### src/rtl/button_click_gen.sv
// button_click_gen: synchronizes, debounces and auto-repeats one raw push-button
// into single-cycle click pulses plus debounced pressed/repeating levels.
module button_click_gen #(
    parameter logic [31:0] DEBOUNCE_CYCLES = 32'd2500000,
    parameter logic [31:0] REPEAT_DELAY    = 32'd25000000,
    parameter logic [31:0] REPEAT_PERIOD   = 32'd12500000,
    parameter bit          ACTIVE_LOW      = 1'b1
) (
    input  logic sys_clk,
    input  logic sys_reset,
    input  logic btn_in,
    output logic click,
    output logic pressed,
    output logic repeating
);
    typedef enum logic [2:0] {IDLE, PRESS_DB, HELD, REPEAT, RELEASE_DB} state_t;

    localparam logic [31:0] DB_LAST = DEBOUNCE_CYCLES - 32'd1;
    localparam logic [31:0] RD_LAST = REPEAT_DELAY - 32'd1;
    localparam logic [31:0] RP_LAST = REPEAT_PERIOD - 32'd1;

    state_t      state_q, state_d;
    logic [31:0] cnt_q, cnt_d;
    logic [1:0]  sync_q;
    logic        click_q, click_d;
    logic        pressed_q, pressed_d;
    logic        repeating_q, repeating_d;
    logic        r;

    assign r = sync_q[1] ^ ACTIVE_LOW;

    always_ff @(posedge sys_clk) begin
        if (sys_reset) begin
            sync_q      <= {2{ACTIVE_LOW}};
            state_q     <= IDLE;
            cnt_q       <= '0;
            click_q     <= 1'b0;
            pressed_q   <= 1'b0;
            repeating_q <= 1'b0;
        end else begin
            sync_q      <= {sync_q[0], btn_in};
            state_q     <= state_d;
            cnt_q       <= cnt_d;
            click_q     <= click_d;
            pressed_q   <= pressed_d;
            repeating_q <= repeating_d;
        end
    end

    // A terminal count reached while the previous cycle already clicked holds
    // the counter, so short delays/periods still leave a gap between pulses.
    always_comb begin
        state_d     = state_q;
        cnt_d       = cnt_q;
        click_d     = 1'b0;
        pressed_d   = pressed_q;
        repeating_d = repeating_q;
        case (state_q)
            IDLE: begin
                if (r) begin
                    state_d = PRESS_DB;
                    cnt_d   = '0;
                end
            end
            PRESS_DB: begin
                if (!r) begin
                    state_d = IDLE;
                    cnt_d   = '0;
                end else if (cnt_q == DB_LAST) begin
                    state_d   = HELD;
                    cnt_d     = '0;
                    click_d   = 1'b1;
                    pressed_d = 1'b1;
                end else begin
                    cnt_d = cnt_q + 32'd1;
                end
            end
            HELD: begin
                if (!r) begin
                    state_d = RELEASE_DB;
                    cnt_d   = '0;
                end else if (REPEAT_DELAY != 32'd0) begin
                    if (cnt_q == RD_LAST) begin
                        if (!click_q) begin
                            state_d     = REPEAT;
                            cnt_d       = '0;
                            click_d     = 1'b1;
                            repeating_d = 1'b1;
                        end
                    end else begin
                        cnt_d = cnt_q + 32'd1;
                    end
                end
            end
            REPEAT: begin
                if (!r) begin
                    state_d     = RELEASE_DB;
                    cnt_d       = '0;
                    repeating_d = 1'b0;
                end else if (cnt_q == RP_LAST) begin
                    if (!click_q) begin
                        click_d = 1'b1;
                        cnt_d   = '0;
                    end
                end else begin
                    cnt_d = cnt_q + 32'd1;
                end
            end
            RELEASE_DB: begin
                if (r) begin
                    state_d = HELD;
                    cnt_d   = '0;
                end else if (cnt_q == DB_LAST) begin
                    state_d   = IDLE;
                    cnt_d     = '0;
                    pressed_d = 1'b0;
                end else begin
                    cnt_d = cnt_q + 32'd1;
                end
            end
            default: begin
                state_d = IDLE;
                cnt_d   = '0;
            end
        endcase
    end

    assign click     = click_q;
    assign pressed   = pressed_q;
    assign repeating = repeating_q;
endmodule

### config.mk
export PLATFORM = sky130hd
export DESIGN_NAME = button_click_gen
export DESIGN_NICKNAME = d
export VERILOG_FILES = /design/src/rtl/button_click_gen.sv
export SDC_FILE = /design/constraint.sdc
export NUM_CORES = 1
export LEC_CHECK = 0
export CORE_UTILIZATION = 56
export CTS_CLUSTER_SIZE = 30
export DETAILED_ROUTE_END_ITERATION = 8
export PLACE_DENSITY = 0.82
export SLEW_MARGIN = 20
export SYNTH_ARGS = -nofsm -noshare
export SYNTH_HDL_FRONTEND = slang
export SYNTH_SLANG_ARGS = --single-unit
### constraint.sdc
create_clock -name sys_clk -period 2.03 [get_ports sys_clk]
set_input_delay 0.406 -clock sys_clk [delete_from_list [all_inputs] [get_ports sys_clk]]
set_output_delay 0.406 -clock sys_clk [all_outputs]
set_load 0.03 [all_outputs]
**Yosys cells after proc, flatten, opt, wreduce, memory -nomap -nowiden**

Index checks and enable logic that the tools add are counted.

- Register bits after elaboration: 40
- Bits of input ports: 3
- Logic and storage cells: 71

- Add/sub/neg operators: 1
- Equal/unequal tests: 20
- Multiplexer cells: 38
- Reduce and logical (&&, ||, !) cells: 6

Operator list:

| cell | count |
|---|---|
| 32-bit two-way mux | 9 |
| 32-bit one-hot mux with 5 select lines | 1 |
| 32-bit by 1-bit adder with 32-bit output, second input constant | 1 |
| 32-bit by 22-bit equality test with 1-bit output, second input constant | 1 |
| 32-bit by 24-bit equality test with 1-bit output, second input constant | 1 |
| 32-bit by 25-bit equality test with 1-bit output, second input constant | 1 |
| 3-bit two-way mux | 9 |
| 2-bit != test, second input constant | 9 |
| 1-bit two-way mux | 15 |
| 3-bit one-hot mux with 5 select lines | 1 |
| 3-bit != test, second input constant | 4 |
| 5-bit AND reduction | 2 |
| 3-bit by 2-bit equality test with 1-bit output, second input constant | 2 |
| 6-bit AND reduction | 1 |
| 1-bit one-hot mux with 2 select lines | 2 |
| 2-bit nonzero test | 2 |
| 3-bit by 1-bit equality test with 1-bit output, second input constant | 1 |
| 3-bit equality test, second input constant | 1 |
| 3-bit logical NOT | 1 |
| 1-bit one-hot mux with 3 select lines | 1 |

**Logic depth before layout (Yosys ltp)**

Gate-level depths: netlist of the first run.

- Depth after elaboration: 4
- Gate-level depth with buffers: 11

**Least setup slack after synthesis of the first run**

OpenSTA, ideal clock, no wires.

- Path kind: reg-to-reg
- From: reg cnt_q[0]
- To: reg cnt_q[20]
- Setup time: 62 ps
- Data arrival time: 2,134 ps
- Slack: -166 ps
- Stages on the path, launching flop included: 10
- Buffers on the path: 1
- Cell sequence: dfxtp_1 -> ha_1 -> and4_1 -> buf_2 -> nand2_1 -> nor4b_2 -> or3_4 -> nand2_1 -> or4b_1 -> nand3_1

- Cells in the longest elaborated chain, start to end: 4

Ends and longest elaborated chain:

| what | line | text |
|---|---|---|
| start, declared | 23 | `logic [31:0] cnt_q, cnt_d;` |
| start signal, assigned | 43 | `cnt_q <= cnt_d;` |
| 32-bit by 1-bit adder with 32-bit output, or another cell as far along | -- |  |
| 32-bit two-way mux (on tied branches) (2 in a row) | -- |  |
| 32-bit one-hot mux with 5 select lines (*) | 58 | `case (state_q)` |

Mark *: on every way between the ends. The rest lies on a longest branch, timed or not.
A chain may end at the register's enable or synchronous reset.

**Worst setup path in the final report of the first run**

- From: reg cnt_q[28]
- To: reg cnt_q[7]

- Cells in the longest elaborated chain, start to end: 4

Ends and longest elaborated chain:

| what | line |
|---|---|
| 32-bit by 22-bit equality test with 1-bit output, or another cell as far along | 69, 113 |
| 32-bit two-way mux (on tied branches) (2 in a row) | -- |
| 32-bit one-hot mux with 5 select lines (*) | 58 |

Marks and branches as above.

==> results.md, run 1 <==
Route:
- The aggregate routed wire length is 12.2 mm.
- The routed via count divided by cell count is 7.53.
- The count of antenna-violating nets left after detailed routing is 0.
- The number of design rule violations left after detail routing is 0.
- The detailed-router iteration count before antenna repair is 7.
- The routed length per instance is 26.5 um.
- The detailed router finished its first iteration with 804 violations.
- The total number of vias is 3455.

STA:
- The hold violation total from the final report came to 0.
- Setup repair after global routing could not meet its margin everywhere.
- The max-slew headroom at the worst pin is 69.2%.
- The number of pins with negative max-slew slack in the final report was 0.
- For the final database, setup skew stands at 0.0125 ns.
- Across all setup checks in the final design, the least slack found is -0.319 ns.
- Of the available clock period, the critical path in the final layout requires 116%.
- For the pin with the worst max-slew slack, the measured transition is 0.461 ns.
- The routed design could run at a clock period as short as 2.35 ns.
- The total of endpoints with negative setup slack in the final report is 35.
- The maximum operating frequency is 426 MHz.

Synth:
- The number of synthesized register bits is 40.
- The cell accounting for the most synthesized area is sky130_fd_sc_hd__dfxtp_1.
- The post-synthesis share of cell area spent on xor and xnor gates is 0.712%.
- The most repeated cell in the gate-level netlist after synthesis is sky130_fd_sc_hd__nand2_1.
- The post-synth net total is 321.
- During synthesis, Yosys emitted a total of 0 warnings.
- The fraction of synthesized area in multiplexers is 2.04%.
- After synthesis, the largest area contributor takes up 32.6% of total cell area.
- After synthesis, the cell types taking the most area are sky130_fd_sc_hd__dfxtp_1 33%, sky130_fd_sc_hd__nand2_1 6.7%, sky130_fd_sc_hd__nand3_1 5.3%.
- Of the synthesized area, sequential elements account for 32.6%.
- Of all flip-flops after synthesis, the portion carrying an async set or reset was 0%.
- After technology mapping, the gate count stands at 317.
- The share of the synthesized area in compound gates (AO/OA/AOI/OAI) is 19.2%.
- In the synthesized netlist the dominant register cell turns out to be sky130_fd_sc_hd__dfxtp_1.
- The largest family of logic cells by synthesized area is simple AND/OR/NAND/NOR gates.
- In this run the cell area of the synthesized design comes to 2460 sq um.
- The number of different library cells used by synthesis comes to 56.
- After Yosys synthesis, and, or, nand and nor cells account for 40.3% of the synthesized area.
- Counting flops with a built-in enable in the synthesized netlist gives 0.
- The synthesized area per cell is 7.76 sq um.
- After synthesis, the most frequently instantiated cells are 44 x sky130_fd_sc_hd__nand2_1, 40 x sky130_fd_sc_hd__dfxtp_1, 26 x sky130_fd_sc_hd__nand3_1.
- The arithmetic-cell share of the synthesized area counting full adders, half adders and majority gates is 0.509%.

Placed design:
- Port buffering added 5 buffers.
- Once detailed placement completed, the half-perimeter wirelength came to 5.68 mm.
- The placed instance area is 3170 sq um.
- The congestion estimate from routability-driven global placement came to 1.00.

Layout:
- After routing the design area is 3790 sq um.
- The layout cell share with drive strength beyond 1 is 44.3%.
- The final layout contains 412 nets.
- The area growth from synthesis to layout is 54.2%.
- The total inserted antenna cells is 0.

Worst hold path:
- The worst hold path terminates at sync_q[1]$_SDFF_PP1_.
- The number of cells on the worst hold path is 1.
- The start point of the worst hold path is sync_q[0]$_SDFF_PP1_.
- The class of the tightest hold or removal check is flop to flop.

Setup path:
- The worst stage delay on the critical path is 0.61 ns.
- In this run the worst path has a maximum fanout of 6.
- The worst register-to-register path ends at cnt_q[7]$_SDFFE_PP0P_.
- The depth of the worst register-to-register path is 9.
- The path type of the worst setup path is flop to flop.
- The critical path data required time is 2.20 ns.
- The origin of the worst setup path is cnt_q[28]$_SDFFE_PP0P_.
- STA classifies the critical path endpoint as a flop.
- The cell family contributing the most delay on the critical path is simple AND/OR/NAND/NOR gates.
- The type of origin of the critical path is a flop.
- Data arrives at the worst endpoint at 2.52 ns.
- In this run the critical register-to-register path is launched from cnt_q[28]$_SDFFE_PP0P_.
- The library cell contributing the largest single delay on the critical path is sky130_fd_sc_hd__or4_4.
- Counting both buffers and inverters, the worst setup path holds a total of 2.
- In this run the register-to-register setup slack is -0.32 ns.
- Walking the worst path, the cells encountered are nor4_4 > nand2_1 > or4_4 > nand2_4 > a21oi_4 > buf_12 > buf_16 > a21oi_1 > a31oi_1.

Global route:
- The combined global-route utilization of all metal layers is 45.1%.
- For this run the aggregate overflow at the end of global routing stands at 0.
- The initial antenna violation count was 0.
- The maximum number of pins on one net before global-route repair is 22.
- The first global-routing pass estimated 14.9 mm of wire.
- The via count of the first global-routing pass is 2998.

Floorplan:
- In this run the standard cell core region covers 4120 sq um.
- In this run the core area contains 23 standard-cell rows.
- The die area is 4660 sq um.
- The die boundary height is 68.3 um.
- For this configuration, the core starts out at a cell density of 59.7%.
- In this run the horizontal extent of the chip is 68.3 um.
- In this run the count of I/O pins placed on the die edge is 6.

Clock tree:
- After clock tree synthesis, the clock-pin slew on the worst setup and hold paths is 0.10 ns.
- The clock passes through at most 2 buffers.
- The number of buffers inserted during clock tree synthesis is 5.
- The H-tree was split into 2 levels.
- The total clock sinks is 40.
- The clock reaches the later pin of the worst-skew pair after 0.32 ns.
- The clock tree from TritonCTS is done.
- The cell at the root of the clock tree is sky130_fd_sc_hd__clkbuf_8.

Pwr:
- Internal power comes to 1.45 mW.
- For this design the total switching power over the nets is 0.404 mW.
- Across the VDD grid, the largest voltage drop is 0.440 mV.
- The power share of the combinational group is 6.2%.
- The proportion of power drawn by the clock network is 50.9%.
- Power spread over the standard cell area amounts to 488 nW/um^2.
- The register share of total power is 42.8%.
- The total power consumption of the routed design is 1.85 mW.
- The static leakage is 1.54 nW.
- Net switching is 21.8% of the power.

Outcome:
- The flow ran to the end, but the final reports show violations.
- The final reports fail on negative setup slack.

Run:
- The max-cap check violation count is 0.
==> placed cells by master, fill, tap and decap left out, types with 4 or more instances in the layout <==
cell / Yosys / routed
sky130_fd_sc_hd__nor2_1: 24 / 21
sky130_fd_sc_hd__clkdlybuf4s50_1: 0 / 5
sky130_fd_sc_hd__dfxtp_1: 40 / 28
sky130_fd_sc_hd__buf_6: 3 / 5
sky130_fd_sc_hd__nand2_4: 1 / 5
sky130_fd_sc_hd__mux2i_1: 5 / 5
sky130_fd_sc_hd__inv_1: 5 / 5
sky130_fd_sc_hd__buf_4: 2 / 85
sky130_fd_sc_hd__nand4_1: 14 / 14
sky130_fd_sc_hd__or2_2: 4 / 4
sky130_fd_sc_hd__nor4_4: 1 / 4
sky130_fd_sc_hd__nand2_1: 44 / 36
sky130_fd_sc_hd__nor3_1: 8 / 7
sky130_fd_sc_hd__a31oi_1: 11 / 10
sky130_fd_sc_hd__dfxtp_2: 0 / 12
sky130_fd_sc_hd__nand2_2: 0 / 4
sky130_fd_sc_hd__and3_1: 8 / 5
sky130_fd_sc_hd__clkbuf_8: 0 / 5
sky130_fd_sc_hd__o21ai_0: 14 / 4
sky130_fd_sc_hd__o21ai_1: 1 / 8
sky130_fd_sc_hd__nand3_1: 26 / 23
sky130_fd_sc_hd__a21oi_1: 22 / 12
sky130_fd_sc_hd__and2_1: 7 / 7
sky130_fd_sc_hd__a21oi_2: 0 / 9
==> layout make-up <==
class,count,area [sq um]
clock buffers,5,68.8
clock inverters,3,90.1
fillers,148,323
inverters,5,18.8
multi-input cells,256,1880
flip-flops and latches,40,816
well taps,50,62.6
repair buffers,100,857
==> registers in the layout, summed over array words and instances, names as in the netlist <==
| name | flops |
|---|---|
| click | 1 |
| repeating | 1 |
| pressed | 1 |
| state_q | 3 |
| cnt_q | 32 |
| sync_q | 2 |
==> metrics by stage <==
| stage | std cells | setup TNS [ns] | util (%) | hold WS, ns | setup WS (ns) |
|---|---|---|---|---|---|
| after detailed placement | 439 | -2.81 | 77.0 | 0.395 | -0.197 |
| after global placement | 439 | -0.921 | 77.0 | 0.392 | -0.112 |
| after CTS | 452 | -1.80 | 86.0 | 0.416 | -0.140 |
| after floorplan | 317 | 0 | - | 0.389 | 0.00998 |
| after global routing | 459 | -12.11 | 92.2 | 0.464 | -0.493 |
| final | 459 | -8.16 | 92.2 | 0.439 | -0.319 |
==> per-layer routing <==
metal  share of wire (%)  up-vias  global-route usage (%)  routed length (um)
li1                    -     1364                       -                   -
met1                  33     1531                    51.6                4050
met2                  42      397                    73.7                5110
met3                  14      163                    14.0                1750
met4                  10        0                    26.0                1270
met5                   0        -                       0                   0
==> worst register-to-register path, cell delays in order, from the launching register on <==
cell and delay (ns):
sky130_fd_sc_hd__dfxtp_2 0.34, sky130_fd_sc_hd__nor4_4 0.40, sky130_fd_sc_hd__nand2_1 0.13, sky130_fd_sc_hd__or4_4 0.61, sky130_fd_sc_hd__nand2_4 0.10, sky130_fd_sc_hd__a21oi_4 0.08
sky130_fd_sc_hd__buf_12 0.14, sky130_fd_sc_hd__buf_16 0.14, sky130_fd_sc_hd__a21oi_1 0.18, sky130_fd_sc_hd__a31oi_1 0.09
==> power by group through the flow <==
| stage | Sequential, mW | Combinational (mW) | Clock, mW |
|---|---|---|---|
| 2_1_floorplan | 0.808 | 0.0496 | 0 |
| 3_3_place_gp | 0.810 | 0.0817 | 0 |
| 3_5_place_dp | 0.810 | 0.0836 | 0 |
| 4_1_cts | 0.791 | 0.0916 | 0.916 |
| 5_1_grt | 0.793 | 0.118 | 0.967 |
| 6_report | 0.793 | 0.115 | 0.943 |
==> repair_timing <==
action / CTS / global route
pin swaps: 13 / 21
resized for setup: 45 / 42
hold buffers: 0 / 0
buffers inserted: 4 / 7
setup endpoints to repair: 32 / 35
gates cloned: 1 / 1
hold endpoints to repair: 0 / 0
==> kinds of logic after synthesis <==
logic type,after synthesis
AND/OR/NAND/NOR,176
AO/OA/AOI/OAI,72
flip-flops,40
buffers and inverters,21
multiplexers,5
XOR/XNOR,2
adder cells (fa/ha/maj),1
==> how the worst max path moves through the flow <==
stage | end | cells past startpoint | slack [ns]
2_1_floorplan | cnt_q[23]$_SDFFE_PP0P_ | 8 | 0.01
3_3_place_gp | cnt_q[17]$_SDFFE_PP0P_ | 8 | -0.11
3_5_place_dp | cnt_q[17]$_SDFFE_PP0P_ | 8 | -0.20
4_1_cts | cnt_q[22]$_SDFFE_PP0P_ | 8 | -0.14
5_1_grt | cnt_q[6]$_SDFFE_PP0P_ | 9 | -0.49
6_report | cnt_q[7]$_SDFFE_PP0P_ | 9 | -0.32
Note: power is estimated with default switching activity, not from simulation.
==> inputs of run 2 (changes only) <==
- CORE_UTILIZATION: 56 -> 30
- PLACE_DENSITY: 0.82 -> 0.52
==> run 2 against run 1 <==
  * The run still ends with negative setup slack left
  * First-iteration DRC count decreased by 72%
  * Worst setup slack improved by 0.15 ns
  * Hold slack got worse by 0.019 ns
  * Critical path type unchanged
==> results.md, run 2 (same netlist as run 1, synthesis figures left out) <==
STA:
- For the final database, setup skew stands at 0.00674 ns.
- The max-slew headroom at the worst pin is 63.0%.
- For the pin with the worst max-slew slack, the measured transition is 0.550 ns.
- The number of pins with negative max-slew slack in the final report came to 0.
- The hold violation total from the final report is 0.
- The maximum operating frequency is 455 MHz.
- Setup slack on the critical path of the routed design comes to -0.167 ns.
- The total of endpoints with negative setup slack in the final report is 31.
- After layout, the worst path uses 108% of the clock period.
- The clock period minus final worst setup slack is 2.20 ns.
- Setup repair after global routing could not meet its margin everywhere.

Pwr:
- The switching part of the total is 24.9%.
- The register share of total power is 53.5%.
- Power spread over the standard cell area amounts to 387 nW/um^2.
- The clock network burns 39.4% of the power.
- Combinational logic burns 7.1% of the power.
- The maximum vdd drop is 0.270 mV.
- In this run the static leakage power is 1.51 nW.
- The switching power summed over all nets is 0.366 mW.
- The internal power is 1.10 mW.

Floorplan:
- The site row count is 32.
- The placeable core region is 7810 sq um.
- The die area is 8560 sq um.
- The die span in x is 92.5 um.
- The floorplan step set the die height to 92.5 um.
- Once the floorplan was initialized, standard cells occupied 31.5% of the core.
- In this run the count of I/O pins placed on the die edge is 6.

Outcome:
- The checks that failed: negative setup slack.
- The flow ran to the end, but the final reports show violations.

Setup path:
- Measured in cells, the most critical reg-to-reg path has a length of 7.
- The worst register-to-register path has a setup slack of -0.17 ns.
- Of all nets on the critical path, the largest fanout is 5.
- The critical path is of the flop to flop type.
- STA classifies the critical path startpoint as a flop.
- The critical register-to-register path startpoint is cnt_q[8]$_SDFFE_PP0P_.
- The critical path data arrival time is 2.38 ns.
- For the worst setup path, the data required time is 2.22 ns.
- STA classifies the critical path endpoint as a flop.
- The endpoint of the most critical register-to-register path is cnt_q[17]$_SDFFE_PP0P_.

Clock tree:
- The maximum level of the CTS H-tree is 2.
- The hold buffer count at CTS is 0.
- The total clock sinks is 40.
- The maximum clock path buffer count is 2.
- The number of buffers inserted during clock tree synthesis is 5.
- The clock tree from TritonCTS is done.
- Clock-pin slew was measured on the worst setup and hold paths at 0.08 ns.
- The cell at the root of the clock tree is sky130_fd_sc_hd__clkbuf_8.
- The clock latency on the worst-skew pair is 0.30 ns.

Layout:
- The area growth from synthesis to layout is 54.5%.
- In the final layout, the registers with the most flip-flops are cnt_q (32), state_q (3), sync_q (2).
- After filler insertion, the fill cell instance count of the layout stands at 769.
- The final-stage net count is 414.
- Leaving out fill and tap cells, the most frequent cells in the layout are 84 x sky130_fd_sc_hd__buf_4, 34 x sky130_fd_sc_hd__nand2_1, 26 x sky130_fd_sc_hd__dfxtp_1.
- The largest register by flop count is cnt_q.
- In the final layout, the multi-input gates occupy 1910 sq um.
- Summing all non-filler instances in the final layout gives an area of 3800 sq um.
- The total inserted antenna cells is 0.
- In the final layout, the share of cells above drive strength 1 is 45.5%.
- The sequential cells in the finished layout cover a total of 823 sq um.
- The register with the most flip-flops in the layout has 32 of them.
- The library cell used most frequently in the layout, excluding fill and tap cells, is sky130_fd_sc_hd__buf_4.

Placed design:
- The post-placement worst setup slack is -0.316 ns.
- The count of buffers added on input and output ports is 5.
- The final HPWL from detailed placement is 5.89 mm.
- At the end of routability-driven placement, the weighted congestion stood at 0.903.
- The placed instance area is 3260 sq um.

Global route:
- The remaining global-route overflow is 0.
- For this run, the total global-route usage over all layers was measured as 20.8%.
- The maximum number of pins on one net before global-route repair is 16.
- The initial antenna violation count was 0.
- Global routing used 3.69% of the available met3 tracks.
- The first global-routing pass estimated 13.7 mm of wire.
- The global-route track usage on met2 is 32.8%.
- In this run the most used layer during global routing was met2.
- The fraction of met1 tracks used by global routing is 27.5%.
- The via count of the first global-routing pass was 2654.

Route:
- Wires add up to 8.45 mm.
- In this run, the number of DRC markers left after iteration 0 of detailed routing was 222.
- The routed via count divided by cell count is 5.43.
- The detailed-router iteration count before antenna repair is 4.
- The routed layout has 2787 vias.
- The number of design rule violations left after detail routing is 0.
- In this run the remaining antenna-violating nets after routing total 0.
- The routed length per instance is 16.5 um.

Worst hold path:
- The worst hold path begins at sync_q[0]$_SDFF_PP1_.
- The number of cells on the worst hold path is 1.
- The worst hold path terminates at sync_q[1]$_SDFF_PP1_.
- The class of the tightest hold or removal check is flop to flop.

Run:
- Across the run, the number of max-cap violations was 0.
run 2: cell types whose count changed in the layout (fill, tap and decap cells not counted), sizes merged:
cell,change
a21oi,+2
bufinv,-3
clkbuf,+3
run 2: worst max-delay path by stage:
stage / startpoint / depth (start not counted) / end / slack [ns]
floorplan: cnt_q[12]$_SDFFE_PP0P_ / 8 / cnt_q[23]$_SDFFE_PP0P_ / 0.01
global placement: cnt_q[1]$_SDFFE_PP0P_ / 9 / cnt_q[10]$_SDFFE_PP0P_ / -0.26
detailed placement: cnt_q[1]$_SDFFE_PP0P_ / 9 / cnt_q[10]$_SDFFE_PP0P_ / -0.32
CTS: cnt_q[1]$_SDFFE_PP0P_ / 8 / cnt_q[7]$_SDFFE_PP0P_ / -0.14
global route: cnt_q[29]$_SDFFE_PP0P_ / 8 / cnt_q[17]$_SDFFE_PP0P_ / -0.24
finish: cnt_q[8]$_SDFFE_PP0P_ / 7 / cnt_q[17]$_SDFFE_PP0P_ / -0.17
run 2: timing repair:
item	CTS	global route
pin swaps	11	22
buffers inserted	4	3
resized for setup	41	60
cloned	2	1
endpoints found under the setup margin	34	35
run 2: area by class of cell:
class	count	share of cell area (%)
clock buffer	8	2.37
inverter	5	0.494
multi-input combinational	258	50.2
sequential	40	21.7
tap	102	3.36
timing repair buffer	100	21.9
run 2: per-stage QoR:
step                      utilization (%)  total power [mW]  instances  hold WS [ns]  TNS (ns)
after floorplan                         -             0.858        317         0.389         0
after global placement               41.7             0.899        496         0.393     -5.13
after detailed placement             41.7             0.899        496         0.405     -6.47
after CTS                            45.3              1.48        510         0.424     -2.32
after global routing                 48.7              1.53        513         0.433     -5.44
final                                48.7              1.47        513         0.419     -2.42
run 2: critical path, stage by stage (launching register included):
cell                       delay, ns
sky130_fd_sc_hd__dfxtp_1        0.40
sky130_fd_sc_hd__and4bb_2       0.25
sky130_fd_sc_hd__nand4_1        0.14
sky130_fd_sc_hd__or4_4          0.61
sky130_fd_sc_hd__nand2_8        0.11
sky130_fd_sc_hd__a21oi_2        0.11
sky130_fd_sc_hd__and3_1         0.19
sky130_fd_sc_hd__a221o_1        0.26
run 2: power by group through the flow:
stage	logic [mW]	registers (mW)	clock network, mW
floorplan	0.0496	0.808	0
global placement	0.0909	0.808	0
detailed placement	0.0912	0.808	0
CTS	0.0961	0.788	0.598
global route	0.114	0.788	0.628
finish	0.105	0.787	0.579
run 2: per-layer routing:
metal,up-vias,wire (um),share of wire [%]
met3,15,405,4.8
met5,-,0,0
li1,1380,-,-
met4,0,186,2.2
met1,1317,3890,46
met2,75,3970,47
